## config.mk

```make
export PLATFORM = sky130hd
export DESIGN_NAME = cdb_arbiter
export DESIGN_NICKNAME = d
export VERILOG_FILES = /design/src/rtl/cdb_arbiter.sv
export SDC_FILE = /design/constraint.sdc
export NUM_CORES = 1
export LEC_CHECK = 0
export CAP_MARGIN = 10
export CORE_ASPECT_RATIO = 1.4
export CORE_MARGIN = 3
export CORE_UTILIZATION = 57
export DETAILED_ROUTE_END_ITERATION = 8
export PLACE_DENSITY = 0.79
export SYNTH_ARGS = -nofsm -noshare
export SYNTH_HDL_FRONTEND = slang
export SYNTH_SLANG_ARGS = --single-unit
```

## constraint.sdc

```tcl
create_clock -name clk -period 4.9 [get_ports clk]
set_input_delay 1.47 -clock clk [delete_from_list [all_inputs] [get_ports clk]]
set_output_delay 1.47 -clock clk [all_outputs]
set_load 0.03 [all_outputs]
```

## src/rtl/cdb_arbiter.sv

```systemverilog
// rtl/cdb_arbiter.sv - per-FU result FIFOs with round-robin broadcast onto the common data bus
module cdb_arbiter #(
   parameter int DEPTH         = 4,
   parameter int ROB_IDX_BITS  = 6,
   parameter int PHYS_REG_BITS = 6
) (
   input  logic                     clk,
   input  logic                     rst,
   input  logic                     flush,
   input  logic                     in_add_valid,
   input  logic [ROB_IDX_BITS-1:0]  in_add_rob_idx,
   input  logic [PHYS_REG_BITS-1:0] in_add_pd_s,
   input  logic [4:0]               in_add_rd_s,
   input  logic [31:0]              in_add_rd_v,
   input  logic                     in_mul_valid,
   input  logic [ROB_IDX_BITS-1:0]  in_mul_rob_idx,
   input  logic [PHYS_REG_BITS-1:0] in_mul_pd_s,
   input  logic [4:0]               in_mul_rd_s,
   input  logic [31:0]              in_mul_rd_v,
   input  logic                     in_div_valid,
   input  logic [ROB_IDX_BITS-1:0]  in_div_rob_idx,
   input  logic [PHYS_REG_BITS-1:0] in_div_pd_s,
   input  logic [4:0]               in_div_rd_s,
   input  logic [31:0]              in_div_rd_v,
   output logic                     add_ready,
   output logic                     mul_ready,
   output logic                     div_ready,
   output logic                     cdb_valid,
   output logic [ROB_IDX_BITS-1:0]  cdb_rob_idx,
   output logic [PHYS_REG_BITS-1:0] cdb_pd_s,
   output logic [4:0]               cdb_rd_s,
   output logic [31:0]              cdb_rd_v,
   output logic [1:0]               cdb_src,
   output logic                     overflow
);
   localparam int PW = $clog2(DEPTH);
   localparam int CW = PW + 1;
   localparam int EW = ROB_IDX_BITS + PHYS_REG_BITS + 37;
   localparam logic [CW-1:0] FULL    = CW'(DEPTH);
   localparam logic [CW-1:0] CNT_ONE = CW'(1);
   localparam logic [PW-1:0] PTR_ONE = PW'(1);

   logic [EW-1:0] mem [3][DEPTH];
   logic [PW-1:0] wr_ptr [3];
   logic [PW-1:0] rd_ptr [3];
   logic [CW-1:0] cnt [3];
   logic [1:0]    last_grant;
   logic          overflow_q;

   logic [EW-1:0] in_data [3];
   logic [2:0]    in_valid, req, push, pop, drop;
   logic          grant;
   logic [1:0]    winner, o0, o1, o2;
   logic [EW-1:0] head;

   assign in_valid   = {in_div_valid, in_mul_valid, in_add_valid};
   assign in_data[0] = {in_add_rob_idx, in_add_pd_s, in_add_rd_s, in_add_rd_v};
   assign in_data[1] = {in_mul_rob_idx, in_mul_pd_s, in_mul_rd_s, in_mul_rd_v};
   assign in_data[2] = {in_div_rob_idx, in_div_pd_s, in_div_rd_s, in_div_rd_v};

   always_comb begin
      for (int c = 0; c < 3; c++) req[c] = (cnt[c] != '0);
      // Channel after the last winner gets first look; the last winner goes last.
      case (last_grant)
         2'd0:    begin o0 = 2'd1; o1 = 2'd2; o2 = 2'd0; end
         2'd1:    begin o0 = 2'd2; o1 = 2'd0; o2 = 2'd1; end
         default: begin o0 = 2'd0; o1 = 2'd1; o2 = 2'd2; end
      endcase
      grant = |req;
      if (req[o0])      winner = o0;
      else if (req[o1]) winner = o1;
      else if (req[o2]) winner = o2;
      else              winner = 2'd0;
      for (int c = 0; c < 3; c++) begin
         pop[c]  = grant && (winner == 2'(c));
         push[c] = in_valid[c] && ((cnt[c] != FULL) || pop[c]);
         drop[c] = in_valid[c] && !push[c];
      end
      case (winner)
         2'd1:    head = mem[1][rd_ptr[1]];
         2'd2:    head = mem[2][rd_ptr[2]];
         default: head = mem[0][rd_ptr[0]];
      endcase
   end

   assign cdb_valid = grant;
   assign {cdb_rob_idx, cdb_pd_s, cdb_rd_s, cdb_rd_v} = grant ? head : '0;
   assign cdb_src   = grant ? winner : 2'd0;
   assign add_ready = (cnt[0] != FULL);
   assign mul_ready = (cnt[1] != FULL);
   assign div_ready = (cnt[2] != FULL);
   assign overflow  = overflow_q;

   always_ff @(posedge clk) begin
      if (!rst && !flush) begin
         for (int c = 0; c < 3; c++)
            if (push[c]) mem[c][wr_ptr[c]] <= in_data[c];
      end
   end

   always_ff @(posedge clk) begin
      if (rst) begin
         for (int c = 0; c < 3; c++) begin
            cnt[c]    <= '0;
            wr_ptr[c] <= '0;
            rd_ptr[c] <= '0;
         end
         last_grant <= 2'd2;
         overflow_q <= 1'b0;
      end else if (flush) begin
         for (int c = 0; c < 3; c++) begin
            cnt[c]    <= '0;
            wr_ptr[c] <= '0;
            rd_ptr[c] <= '0;
         end
      end else begin
         if (grant) last_grant <= winner;
         for (int c = 0; c < 3; c++) begin
            if (push[c]) wr_ptr[c] <= wr_ptr[c] + PTR_ONE;
            if (pop[c])  rd_ptr[c] <= rd_ptr[c] + PTR_ONE;
            if (push[c] && !pop[c])      cnt[c] <= cnt[c] + CNT_ONE;
            else if (!push[c] && pop[c]) cnt[c] <= cnt[c] - CNT_ONE;
            if (drop[c]) overflow_q <= 1'b1;
         end
      end
   end
endmodule

```

==> summary.txt, run 1 <==
Synth
  • Top FF cell, synth: edfxtp_1
  • Post-synthesis compound-gate area fraction: 0.03859
  • Async S/R FF share, synth: 0
  • Synth Area in Adders: 0.01112
  • Largest family of logic cells by synthesized area: multiplexers
  • Mapped Area: 23860 um2
  • Portion of netlist area occupied by mux cells: 0.1396
  • Post-synth EDFFs: 609
  • Sequential-to-total area share from yosys stat: 0.7689
  • YS warnings: 0
  • Flops & latches, synth: 612
  • Mapped Cells: 1115
  • Mapped Avg Cell Area: 21.40 um2
  • Synth Net Count: 1288
  • Synth Area in XOR/XNOR: 0.003303
  • Simple-gate area share of the yosys netlist: 0.02480
  • Synth cell types: 43

Floorplan
  • Die ar.: 44390 um2
  • Core ar.: 41290 um2
  • Die X-Extent: 178.9 um
  • Ports: 209
  • Initial Utilization: 0.5779
  • Row Count: 88
  • Die H: 248.1 um

Global routing
  • Tot GR Track Use: 0.2513
  • First-pass GRT wire length: 80540 um
  • Vias in the first global route: 12900
  • Initial antenna violation count: 11
  • Largest net degree at the start of global routing: 50
  • Grt ovf: 0

Worst hold path
  • Hold Crit Depth: 2
  • Worst Min Path Start: overflow$_SDFFE_PP0P_
  • Hold crit path type: flip-flop to flip-flop
  • Worst hold endpoint: overflow$_SDFFE_PP0P_

Power
  • PD cells: 655.2 nW/um2
  • Max VDD drop: 761.1 uV
  • Leak: 8.979 nW

Drt
  • DR vias/cell: 6.280
  • WL final: 55090 um
  • First-pass DRT Iterations: 7
  • Routed WL per cell: 28.52 um
  • Starting DRT DRC Count: 1299
  • Via count: 12130
  • Residual DRC: 0
  • Detail Route Antenna Nets: 0

Cells and area
  • Share of layout cells above drive strength 1: 0.2464
  • Commonest non-fill, non-tap cells in the layout: edfxtp_1 (609), clkdlybuf4s50_1 (159), mux4_2 (147)
  • Design area: 28480 um2
  • Post-route insts no fill: 1932
  • Area Growth Syn to Fin: 19.36%
  • Layout net count: 1515
  • Leading cell type in the layout, fill and taps excluded: edfxtp_1

STA
  • Sum of negative setup slack: 0 ns
  • Final Hold Fails: 0
  • Tcrit/Tclk final: 0.9707
  • Max-slew violations: 0
  • Worst-Margin Slew: 0.9501 ns
  • Final setup margin: 0.1438 ns
  • Final Setup Violations: 0
  • Relative slew slack: 0.3666
  • Max Clock Skew: 0.02105 ns
  • FMAX: 210.3 MHz
  • Minimum clock period: 4.756 ns

Critical path
  • Critical Path AT: 3.29 ns
  • CP Launch Type: flip-flop
  • Setup CP Type: flip-flop to primary output
  • Worst r2r src: cnt[2][0]$_DFFE_PP_
  • Critical R2R Capture: cnt[1][2]$_SDFFCE_PN0P_
  • Reg2Reg Depth: 13
  • Slack of the worst reg-to-reg path: 1.49 ns
  • CP Capture Type: primary output
  • WP data required: 3.43 ns
  • Crit-path max FO: 19

CTS
  • Later-pin clock latency in the skew report: 0.58 ns
  • Root Driver: clkbuf_16
  • CTS tree: done
  • Hold-fix buffers, CTS: 0
  • H-tree depth: 2
  • TritonCTS sink count: 612
  • Total CTS buffers: 53
  • Clock Pin Slew Worst Setup and Hold Paths: 0.06 ns
  • Clock tree buffer depth: 3

Place
  • Hpwl dp: 31960 um
  • Dpl ws: 0.1312 ns
  • Final GP Congestion: 0.7684
  • DP Cell Count: 1823
  • Area post-placement: 26780 um2
  • IO Port Bufs: 208

Job
  • Max_cap viols: 0

Run status
  • Status: completed
-- what timing repair did --
action,4_1_cts,5_1_grt
pin swaps,0,2
buffers inserted,0,2
resized for setup,105,103
gates cloned,0,1
setup endpoints to repair,42,47
-- cells in the mapped netlist (2+ instances only) --
library cell | instances | area share
nand2_1 | 11 | 0.0017
xnor2_1 | 6 | 0.0022
or3_1 | 2 | 0.00052
and2_1 | 3 | 0.00079
fa_1 | 2 | 0.0017
nor3_1 | 2 | 0.00042
buf_1 | 5 | 0.00079
nor2_1 | 68 | 0.011
a21oi_1 | 7 | 0.0015
inv_1 | 14 | 0.0022
nand2b_1 | 5 | 0.0013
a22oi_1 | 49 | 0.015
nand3b_1 | 2 | 0.00063
o31ai_4 | 2 | 0.0018
or3_4 | 2 | 0.00094
ha_1 | 18 | 0.0094
nand4b_1 | 2 | 0.00073
mux4_2 | 147 | 0.14
o21ai_0 | 3 | 0.00063
buf_2 | 15 | 0.0031
a211oi_1 | 49 | 0.015
mux2i_1 | 2 | 0.00084
clkbuf_1 | 47 | 0.0074
or3b_2 | 4 | 0.0015
dfxtp_1 | 3 | 0.0025
nand3_1 | 3 | 0.00063
and3_1 | 12 | 0.0031
o21a_1 | 3 | 0.00094
xor2_1 | 3 | 0.0011
edfxtp_1 | 609 | 0.77
or2_2 | 3 | 0.00079
-- worst max-delay path, stage by stage, from the launching register on --
cell and delay, ns:
edfxtp_1 0.43, inv_1 0.10, ha_1 0.22, nor2b_2 0.21, o21ai_1 0.10, a21oi_2 0.23
inv_1 0.11, ha_4 0.29, buf_4 0.18, clkbuf_16 0.20, a211oi_1 0.38, buf_4 0.24
-- flip-flops by register name (all words and copies together) (netlist names) --
name / cells
rd_ptr: 6
mem: 588
last_grant: 2
cnt: 9
wr_ptr: 6
overflow: 1
-- how the worst max path moves through the flow --
stage / startpoint / end / slack [ns] / cells past startpoint
finish: cnt[2][0]$_DFFE_PP_ / cdb_rd_v[8] / 0.14 / 11
global route: cnt[2][0]$_DFFE_PP_ / cdb_rd_v[31] / -0.0004 / 11
CTS: cnt[2][0]$_DFFE_PP_ / cdb_pd_s[3] / 0.002 / 11
detailed placement: cnt[2][0]$_DFFE_PP_ / cdb_rd_v[25] / 0.13 / 11
global placement: cnt[2][0]$_DFFE_PP_ / cdb_rob_idx[5] / 0.18 / 11
floorplan: cnt[2][0]$_DFFE_PP_ / cdb_pd_s[1] / 0.31 / 11
-- kinds of logic (layout without fill, tap and decap cells) --
group	after synthesis	in the layout
flip-flops	612	612
multiplexers	149	149
AND/OR/NAND/NOR	122	122
AO/OA/AOI/OAI	121	121
buffers and inverters	82	351
adder cells (fa/ha/maj)	20	20
XOR/XNOR	9	9
other	0	8
-- cell type report --
| cell class | count | area (um2) |
|---|---|---|
| flip-flops and latches | 612 | 18350 |
| fillers | 2495 | 12810 |
| multi-input cells | 421 | 5308 |
| repair buffers | 239 | 2317 |
| clock buffers | 73 | 1484 |
| well taps | 540 | 675.6 |
| clock inverters | 24 | 274.0 |
| inverters | 15 | 56.30 |
| diodes | 8 | 20.02 |
-- stage by stage --
stage          hold slack [ns]  power [W]    util
5_1_grt                 0.5288    0.01932  0.6897
6_report                0.4790    0.01866  0.6898
3_5_place_dp            0.4749    0.01476  0.6485
2_1_floorplan           0.4554    0.01131       -
4_1_cts                 0.4896    0.01863  0.6908
3_3_place_gp            0.4581    0.01465  0.6485
-- metal layers --
| metal | up-vias | GRT usage | part of all wire |
|---|---|---|---|
| li1 | 5131 | - | - |
| met1 | 6318 | 0.3143 | 0.36 |
| met2 | 552 | 0.4339 | 0.53 |
| met3 | 123 | 0.04880 | 0.074 |
| met4 | 8 | 0.1037 | 0.037 |
| met5 | - | 0 | 0.00089 |
-- power by group --
group          internal, W  switching, W  leakage [nW]
combinational      0.00319       0.00512          2.54
clock              0.00243       0.00180         0.866
sequential         0.00600      0.000119          5.57
total               0.0116       0.00703          8.98
No activity file was read; power rests on OpenSTA's default activity.
==> run 2: changes to the inputs <==
- clock period: 4.9 -> 5.6 ns (I/O delays scaled with it)
==> run 2 against run 1 <==
  * Clock-buffer cell count down 6
  * Sequential share of layout area up 0.23 points
  * Critical path depth unchanged
  * Die area unchanged
  * Global-route usage down 0.63 points
  * Worst hold slack better by 0.0017 ns
  * Total power down 14%
  * Clock power down 15%
  * Flip-flop and latch count unchanged
  * Critical path type unchanged
  * Largest cell class unchanged
==> summary.txt, run 2 (same netlist as run 1, synthesis figures left out) <==
Cells and area
  • Share of layout cells above drive strength 1: 0.2051
  • Area Growth Syn to Fin: 18.94%
  • Layout net count: 1508
  • Leading cell type in the layout, fill and taps excluded: edfxtp_1
  • Post-route insts no fill: 1923
  • Largest register FFs: 588
  • Commonest non-fill, non-tap cells in the layout: edfxtp_1 (609), clkdlybuf4s50_1 (159), mux4_2 (147)

STA
  • Relative slew slack: 0.2725
  • Final Hold Fails: 0
  • FMAX: 181.5 MHz
  • RSZ-0062 raised after global routing: false
  • Minimum clock period: 5.510 ns
  • Final setup margin: 0.09049 ns
  • Final Setup Violations: 0
  • Max-slew violations: 0
  • Max Clock Skew: 0.01058 ns
  • Tcrit/Tclk final: 0.9838
  • Sum of negative setup slack: 0 ns
  • Worst-Margin Slew: 1.078 ns

Floorplan
  • Core ar.: 41290 um2
  • Die H: 248.1 um
  • Die ar.: 44390 um2
  • Ports: 209
  • Row Count: 88
  • Initial Utilization: 0.5779
  • Die X-Extent: 178.9 um

Place
  • Final GP Congestion: 0.8196
  • IO Port Bufs: 208
  • Dpl ws: 0.3268 ns
  • DP Cell Count: 1816
  • Hpwl dp: 31580 um

Drt
  • Residual DRC: 0
  • First-pass DRT Iterations: 5
  • Via count: 11950
  • DR vias/cell: 6.213
  • Starting DRT DRC Count: 1200
  • Detail Route Antenna Nets: 0
  • Routed WL per cell: 27.94 um
  • WL final: 53740 um

Power
  • PD cells: 563.4 nW/um2
  • Net Sw Frac: 0.3779
  • Pint: 0.009947 W
  • Sequential share of power: 0.335
  • Max VDD drop: 494.1 uV
  • Leak: 8.995 nW
  • Clock share of power: 0.224
  • Logic pwr share: 0.441
  • Sw power: 0.006043 W

Global routing
  • Initial antenna violation count: 12
  • Vias in the first global route: 12830
  • First-pass GRT wire length: 78960 um
  • Tot GR Track Use: 0.2450
  • Grt ovf: 0
  • Largest net degree at the start of global routing: 50

Critical path
  • Setup CP Type: flip-flop to primary output
  • CP Capture Type: primary output
  • WP data required: 3.92 ns
  • CP Launch Type: flip-flop
  • CP max stage cell: dlygate4sd2_1
  • Critical Path AT: 3.83 ns
  • Crit-path most repeated cell: inv_1
  • Crit-path max FO: 11
  • Crit-path max cell delay: 0.45 ns
  • Worst path cell trace: inv_1 -> ha_1 -> nor2b_1 -> o21ai_0 -> a21oi_2 -> inv_1 -> ha_4 -> buf_4 -> nor2_1 -> a211oi_1 -> dlygate4sd2_1

CTS
  • Root Driver: clkbuf_16
  • TritonCTS sink count: 612
  • CTS tree: done
  • Clock Pin Slew Worst Setup and Hold Paths: 0.06 ns
  • Later-pin clock latency in the skew report: 0.58 ns
  • Clock tree buffer depth: 3
  • H-tree depth: 2
  • Total CTS buffers: 54

Job
  • Max_cap viols: 0

Run status
  • Status: completed

Worst hold path
  • Hold crit path type: flip-flop to flip-flop
==> run 2: worst paths after layout <==
check / from / to / slack (ns) / cells past startpoint
worst min register to register: overflow$_SDFFE_PP0P_ / overflow$_SDFFE_PP0P_ / 0.48 / 2
worst min-delay path: overflow$_SDFFE_PP0P_ / overflow$_SDFFE_PP0P_ / 0.48 / 2
worst max register to register: cnt[2][0]$_DFFE_PP_ / cnt[1][2]$_SDFFCE_PN0P_ / 1.69 / 13
worst max-delay path: cnt[2][0]$_DFFE_PP_ / cdb_rd_v[10] / 0.09 / 11
==> run 2: layer usage <==
layer  routed length [um]  vias up  GRT usage
met4                 1662        8    0.08853
met5                   55        -          0
li1                     -     5114          -
met2                28810      503     0.4296
met3                 4177      107    0.05428
met1                19030     6216     0.3013
==> run 2: cell type report <==
class / count / area, um2
Fill cell: 2500 / 12910
Sequential cell: 612 / 18350
Antenna cell: 8 / 20.02
Clock inverter: 29 / 269.0
Multi-Input combinational cell: 421 / 5305
Clock buffer: 67 / 1421
Timing Repair Buffer: 231 / 2287
Inverter: 15 / 56.30
Tap cell: 540 / 675.6
==> run 2: through the flow <==
| stage | hold WS (ns) | util | power (W) | instance area (um2) |
|---|---|---|---|---|
| after floorplan | 0.4554 | - | 0.009892 | 23860 |
| after global placement | 0.4610 | 0.6453 | 0.01266 | 26650 |
| after CTS | 0.4834 | 0.6868 | 0.01609 | 28360 |
| after global routing | 0.5086 | 0.6873 | 0.01660 | 28380 |
| final | 0.4807 | 0.6874 | 0.01599 | 28380 |
| after detailed placement | 0.4693 | 0.6453 | 0.01272 | 26650 |
==> run 2: power groups by stage <==
stage	sequential [W]	combinational, W	clock, W
floorplan	0.00540	0.00449	0
global placement	0.00544	0.00723	0
detailed placement	0.00545	0.00727	0
CTS	0.00536	0.00711	0.00362
global route	0.00538	0.00743	0.00379
finish	0.00536	0.00705	0.00358
==> run 2: timing repair <==
action | CTS | global route
setup endpoints to repair | 44 | 43
pin swaps | 1 | 1
resized for setup | 44 | 31
hold buffers | 0 | 0
setup buffers | 2 | 1
==> run 2: worst max-delay path, delay by kind of cell (launching register included) <==
kind                       cells  cell delay [ns]
DFF                            1             0.43
and+or+nand+nor                2             0.34
buffers and inverters          4             0.99
AOI/OAI and AO/OA              3             0.81
adders and majority gates      2             0.66
==> run 3: changes to the inputs <==
- CORE_UTILIZATION: 57 -> 62
- CTS_CLUSTER_SIZE: default -> 24
- PLACE_DENSITY: 0.79 -> 0.85
==> run 3 against run 2 <==
  * Critical path depth unchanged
  * Largest cell class unchanged
  * Non-clock buffer count rose by 2
  * Maximum frequency is 1.0% lower
  * Worst hold slack lost 0.0040 ns
  * Clock skew increased by 0.0085 ns
==> summary.txt, run 3 (same netlist as run 1, synthesis figures left out) <==
Critical path
  • CP max stage cell: ha_4
  • Crit-path max cell delay: 0.51 ns
  • Crit-path most repeated cell: inv_1
  • CP Launch Type: flip-flop
  • Crit. path cell count: 11
  • WP data required: 3.92 ns
  • CP Capture Type: primary output
  • Setup CP Type: flip-flop to primary output
  • CP Buf/Inv Count: 4
  • Worst path cell trace: inv_1 -> ha_1 -> nor2b_1 -> o21ai_0 -> a21oi_1 -> inv_1 -> ha_4 -> buf_4 -> nor2_1 -> a211oi_1 -> dlygate4sd2_1
  • Critical Path AT: 3.89 ns
  • Reg2Reg Depth: 7
  • CP delay by family, top: buffers and inverters
  • Crit-path max FO: 12

STA
  • Max Clock Skew: 0.01907 ns
  • Worst-Margin Slew: 1.262 ns
  • Tcrit/Tclk final: 0.9942
  • Sum of negative setup slack: 0 ns
  • Max-slew violations: 0
  • Final Setup Violations: 0
  • Final Hold Fails: 0
  • Relative slew slack: 0.1482
  • Minimum clock period: 5.568 ns
  • FMAX: 179.6 MHz

Global routing
  • Largest net degree at the start of global routing: 56
  • GR peak layer: met2
  • Global Route met3 Usage: 0.06265
  • Grt ovf: 0
  • Vias in the first global route: 13300
  • Initial antenna violation count: 15
  • Grt met2 use: 0.5013
  • Tot GR Track Use: 0.2989
  • Global Route met1 Usage: 0.3835
  • First-pass GRT wire length: 87980 um

Drt
  • Via count: 12690
  • Starting DRT DRC Count: 1573
  • Detail Route Antenna Nets: 0
  • Routed WL per cell: 32.23 um
  • First-pass DRT Iterations: 6
  • WL final: 60020 um
  • Residual DRC: 0
  • DR vias/cell: 6.813

CTS
  • Total CTS buffers: 51
  • Clock Pin Slew Worst Setup and Hold Paths: 0.06 ns
  • H-tree depth: 2
  • Later-pin clock latency in the skew report: 0.58 ns
  • Hold-fix buffers, CTS: 0
  • TritonCTS sink count: 612
  • CTS tree: done
  • Root Driver: clkbuf_16
  • Clock tree buffer depth: 3

Power
  • PD cells: 570.0 nW/um2
  • Net Sw Frac: 0.3825
  • Clock share of power: 0.215
  • Sw power: 0.006180 W
  • Logic pwr share: 0.452
  • Sequential share of power: 0.333
  • Pint: 0.009977 W
  • Max VDD drop: 727.7 uV
  • Leak: 9.083 nW
  • Power Total: 0.01616 W

Place
  • IO Port Bufs: 208
  • Final GP Congestion: 0.8239
  • Hpwl dp: 32590 um

Cells and area
  • Fillers: 1923
  • Share of layout cells above drive strength 1: 0.2000
  • Largest register FFs: 588
  • Multi-input logic area: 5276 um2
  • Leading cell type in the layout, fill and taps excluded: edfxtp_1
  • Commonest non-fill, non-tap cells in the layout: edfxtp_1 (609), clkdlybuf4s50_1 (159), mux4_2 (147)
  • Layout net count: 1507
  • Sequential standard cell area: 18350 um2
  • Area Growth Syn to Fin: 18.79%

Job
  • Max_cap viols: 0

Floorplan
  • Die H: 238.1 um
  • Ports: 209
  • Core ar.: 37730 um2
  • Die X-Extent: 171.8 um
  • Initial Utilization: 0.6324
  • Die ar.: 40910 um2
  • Row Count: 84

Worst hold path
  • Hold Crit Depth: 2
  • Hold crit path type: flip-flop to flip-flop

Run status
  • Status: completed
==> run 3: path summary, 6_finish.rpt <==
kind,startpoint,endpoint,slack (ns)
hold / removal,overflow$_SDFFE_PP0P_,overflow$_SDFFE_PP0P_,0.48
setup reg to reg,cnt[1][0]$_SDFFCE_PN0P_,mem[0][399]$_DFFE_PP_,1.89
hold reg to reg,overflow$_SDFFE_PP0P_,overflow$_SDFFE_PP0P_,0.48
setup / recovery,cnt[2][0]$_DFFE_PP_,cdb_rd_v[31],0.03
==> run 3: layout make-up <==
class,count,share of cell area
tap,473,0.02088
sequential,612,0.6473
timing repair buffer,233,0.08559
clock buffer,63,0.04812
multi-input combinational,421,0.1861
clock inverter,31,0.008740
inverter,15,0.001986
antenna,14,0.001236
==> run 3: timing repair <==
item / CTS / global route
pin swaps: 1 / 0
setup buffers: 2 / 0
endpoints found under the setup margin: 46 / 28
gates resized for setup: 28 / 35
==> run 3: power by group through the flow <==
| stage | Clock [W] | Combinational, W | Sequential, W |
|---|---|---|---|
| 2_1_floorplan | 0 | 0.00449 | 0.00540 |
| 3_3_place_gp | 0 | 0.00720 | 0.00545 |
| 3_5_place_dp | 0 | 0.00732 | 0.00547 |
| 4_1_cts | 0.00349 | 0.00732 | 0.00538 |
| 5_1_grt | 0.00367 | 0.00761 | 0.00539 |
| 6_report | 0.00348 | 0.00730 | 0.00538 |
==> run 3: stage by stage <==
step                cells    util  setup WS (ns)  area (um2)  hold WS [ns]
floorplan            1115       -         0.7959       23860        0.4554
global placement     1752  0.7062         0.4815       26650        0.4538
detailed placement   1752  0.7062         0.4192       26650        0.4639
CTS                  1848  0.7489      0.0008988       28260        0.4791
global route         1859  0.7510        -0.1224       28340        0.5252
finish               1862  0.7512        0.03226       28340        0.4767
==> run 3: routing by layer <==
layer  vias to the layer above  routed length, um  part of all wire
met2                       835              31470              0.52
met4                         8               3056             0.051
met5                         -                 51           0.00085
li1                       5123                  -                 -
met3                       183               5247             0.087
met1                      6537              20190              0.34
==> run 3: tightest hold or removal path: cells and delay by family (launching register included) <==
family           cells  cell delay (ns)
and+or+nand+nor      2             0.12
DFF                  1             0.33
==> edit, RTL diff (settings of run 1) <==
The parameter `ROB_IDX_BITS` goes from 6 to 8.
--- a/src/rtl/cdb_arbiter.sv
+++ b/src/rtl/cdb_arbiter.sv
@@ -2,5 +2,5 @@
 module cdb_arbiter #(
    parameter int DEPTH         = 4,
-   parameter int ROB_IDX_BITS  = 6,
+   parameter int ROB_IDX_BITS  = 8,
    parameter int PHYS_REG_BITS = 6
 ) (
Ports: changed (resized cdb_rob_idx, in_add_rob_idx, in_div_rob_idx and in_mul_rob_idx); port bits go from 209 to 217. The function was not compared with the original's and may differ.
==> edit against run 1 <==
Design area is 4.4% higher. Sequential cell count is 24 higher. Final cell count is 4.5% higher. Largest power group unchanged. Non-clock buffer count is 32 higher. Area after synthesis is 3.8% higher. Power is 7.7% higher. Setup slack worse by 0.13 ns. Register-to-register slack worse by 0.17 ns. Clock skew is 0.0016 ns lower. Routed wire length is 4.9% higher. Critical path type unchanged.
==> edit: results (changes against run 1) <==
Synth
The proportion of synthesized flip-flops having asynchronous set or reset is 0 (unchanged). The multiplexer fraction of the synthesized cell area is 0.1400 (+0.0003860). The most used flip-flop cell after synthesis is sky130_fd_sc_hd__edfxtp_1. The number of enable flip-flop cells after synthesis is 633 (+3.9%).

By count the netlist is led by 633 x sky130_fd_sc_hd__edfxtp_1, 153 x sky130_fd_sc_hd__mux4_2, 74 x sky130_fd_sc_hd__nor2_1. The number of distinct library cells after synthesis is 39 (-9.3%). The number of nets produced by synthesis is 1336 (+3.7%). Ranked by total cell area, the synthesized netlist is headed by sky130_fd_sc_hd__edfxtp_1 77%, sky130_fd_sc_hd__mux4_2 14%, sky130_fd_sc_hd__a211oi_1 1.5%.

The sequential element share of the synthesized area is 0.7701 (+0.001170). The number of warning messages in the yosys log is 0 (unchanged). The synthesized-area fraction occupied by adder cells is 0.01071 (-0.0004039). The synthesized-area fraction occupied by xor and xnor cells is 0.002476 (-0.0008274). The synthesized-area fraction occupied by ao, oa, aoi and oai cells is 0.03820 (-0.0003915).

Timing
The final setup skew is 0.01940 ns (-0.001643 ns). The headroom to the max-slew limit is 0.3660 (-0.0005620).

Finish
The number of flip-flops under the largest register name is 612 (+4.1%). The fraction of final layout cells with drive strength greater than 1 is 0.2439 (-0.002535). The number of nets in the finished design is 1599 (+5.5%).

Placed design
The HPWL after detailed placement came to 33.85 mm (+5.9%). The last weighted congestion value of the routability-driven placer is 0.8106 (+5.5%). The number of port buffers is 216 (+3.8%).

Power
The maximum VDD drop is 0.0005846 V (-23%). The leakage component of the power is 0.009458 uW (+5.3%).

Clock network
Clock tree synthesis selected as its root buffer the cell sky130_fd_sc_hd__clkbuf_16. The H-tree level count is 2 (unchanged). The total CTS buffers is 56 (+5.7%). The later-pin clock latency in the skew report is between 0.5 and 0.6 ns.

Run status
The flow ran to the end, and the final reports show no timing, DRC or antenna violations.

Global route
The total routing resource utilization after global routing came to 0.2522 (+0.0008315). The first-pass GRT wire length is 85.06 mm (+5.6%). The number of global-route vias before repair is 13520 (+4.8%). The maximum number of pins on one net before global-route repair was 54 (+8.0%). The number of antenna violations at the first check in global routing is 9 (-2).

Drt
The DRC violation total after the first TritonRoute iteration is 1342 (+3.3%). The average via count per standard cell is 6.310 (+0.49%). The first-pass iteration count of the detailed router is 5 (-2). The routed length per placed instance is 28.64 um (+0.42%).

Critical path
The stage delay of the slowest cell on the critical path came to 0.45 ns (+0.02 ns). The kind of cell with the highest combined delay along the critical path is buffers and inverters. The maximum fanout encountered on the critical timing path is 8 (-11). The data arrival time of the critical path is 3.41 ns (+0.12 ns).

On the critical path, the stage with the largest delay is an instance of sky130_fd_sc_hd__ha_4.
==> edit: final cells by class <==
cell class	count	area [um^2]
diodes	9	22.52
flip-flops and latches	636	19070
multi-input cells	437	5498
clock buffers	72	1513
repair buffers	271	2666
fillers	2569	12800
inverters	18	67.56
clock inverters	30	222.7
well taps	546	683.2
==> edit: path summary, 6_finish.rpt <==
| kind | from | to | slack, ns | depth (start not counted) |
|---|---|---|---|---|
| setup reg to reg | cnt[2][0]$_DFFE_PP_ | mem[0][485]$_DFFE_PP_ | 1.32 | 12 |
| hold / removal | overflow$_SDFFE_PP0P_ | overflow$_SDFFE_PP0P_ | 0.48 | 2 |
| hold reg to reg | overflow$_SDFFE_PP0P_ | overflow$_SDFFE_PP0P_ | 0.48 | 2 |
| setup / recovery | cnt[2][0]$_DFFE_PP_ | cdb_rd_v[17] | 0.02 | 11 |
==> edit: repair_timing <==
action | 4_1_cts | 5_1_grt
pin swaps | 3 | 4
cloned | 0 | 2
setup buffers | 10 | 6
hold buffers | 0 | 0
endpoints found under the setup margin | 51 | 48
gates resized for setup | 57 | 36
==> edit: report_power, final <==
group | internal, uW | total [uW] | switching [uW]
combinational | 3880 | 9560 | 5680
sequential | 6270 | 6390 | 121
clock | 2290 | 4150 | 1860
total | 12400 | 20100 | 7670
==> edit: metrics by stage <==
stage                     setup WS, ns  instance area (um^2)  std cells  total power (uW)
final                          0.01796                 29740       2019             20110
after global routing          -0.02871                 29740       2017             20820
after CTS                      0.02482                 29600       2001             19770
after detailed placement      -0.03659                 27740       1889             15610
after global placement          0.1095                 27740       1889             15480
after floorplan                 0.4469                 24760       1157             11790
==> edit: layer usage <==
layer,up-vias,share of wire,track usage
li1,5367,-,-
met1,6588,0.36,0.3216
met2,650,0.52,0.4290
met3,131,0.082,0.05341
met4,4,0.038,0.1008
met5,-,0.00055,0
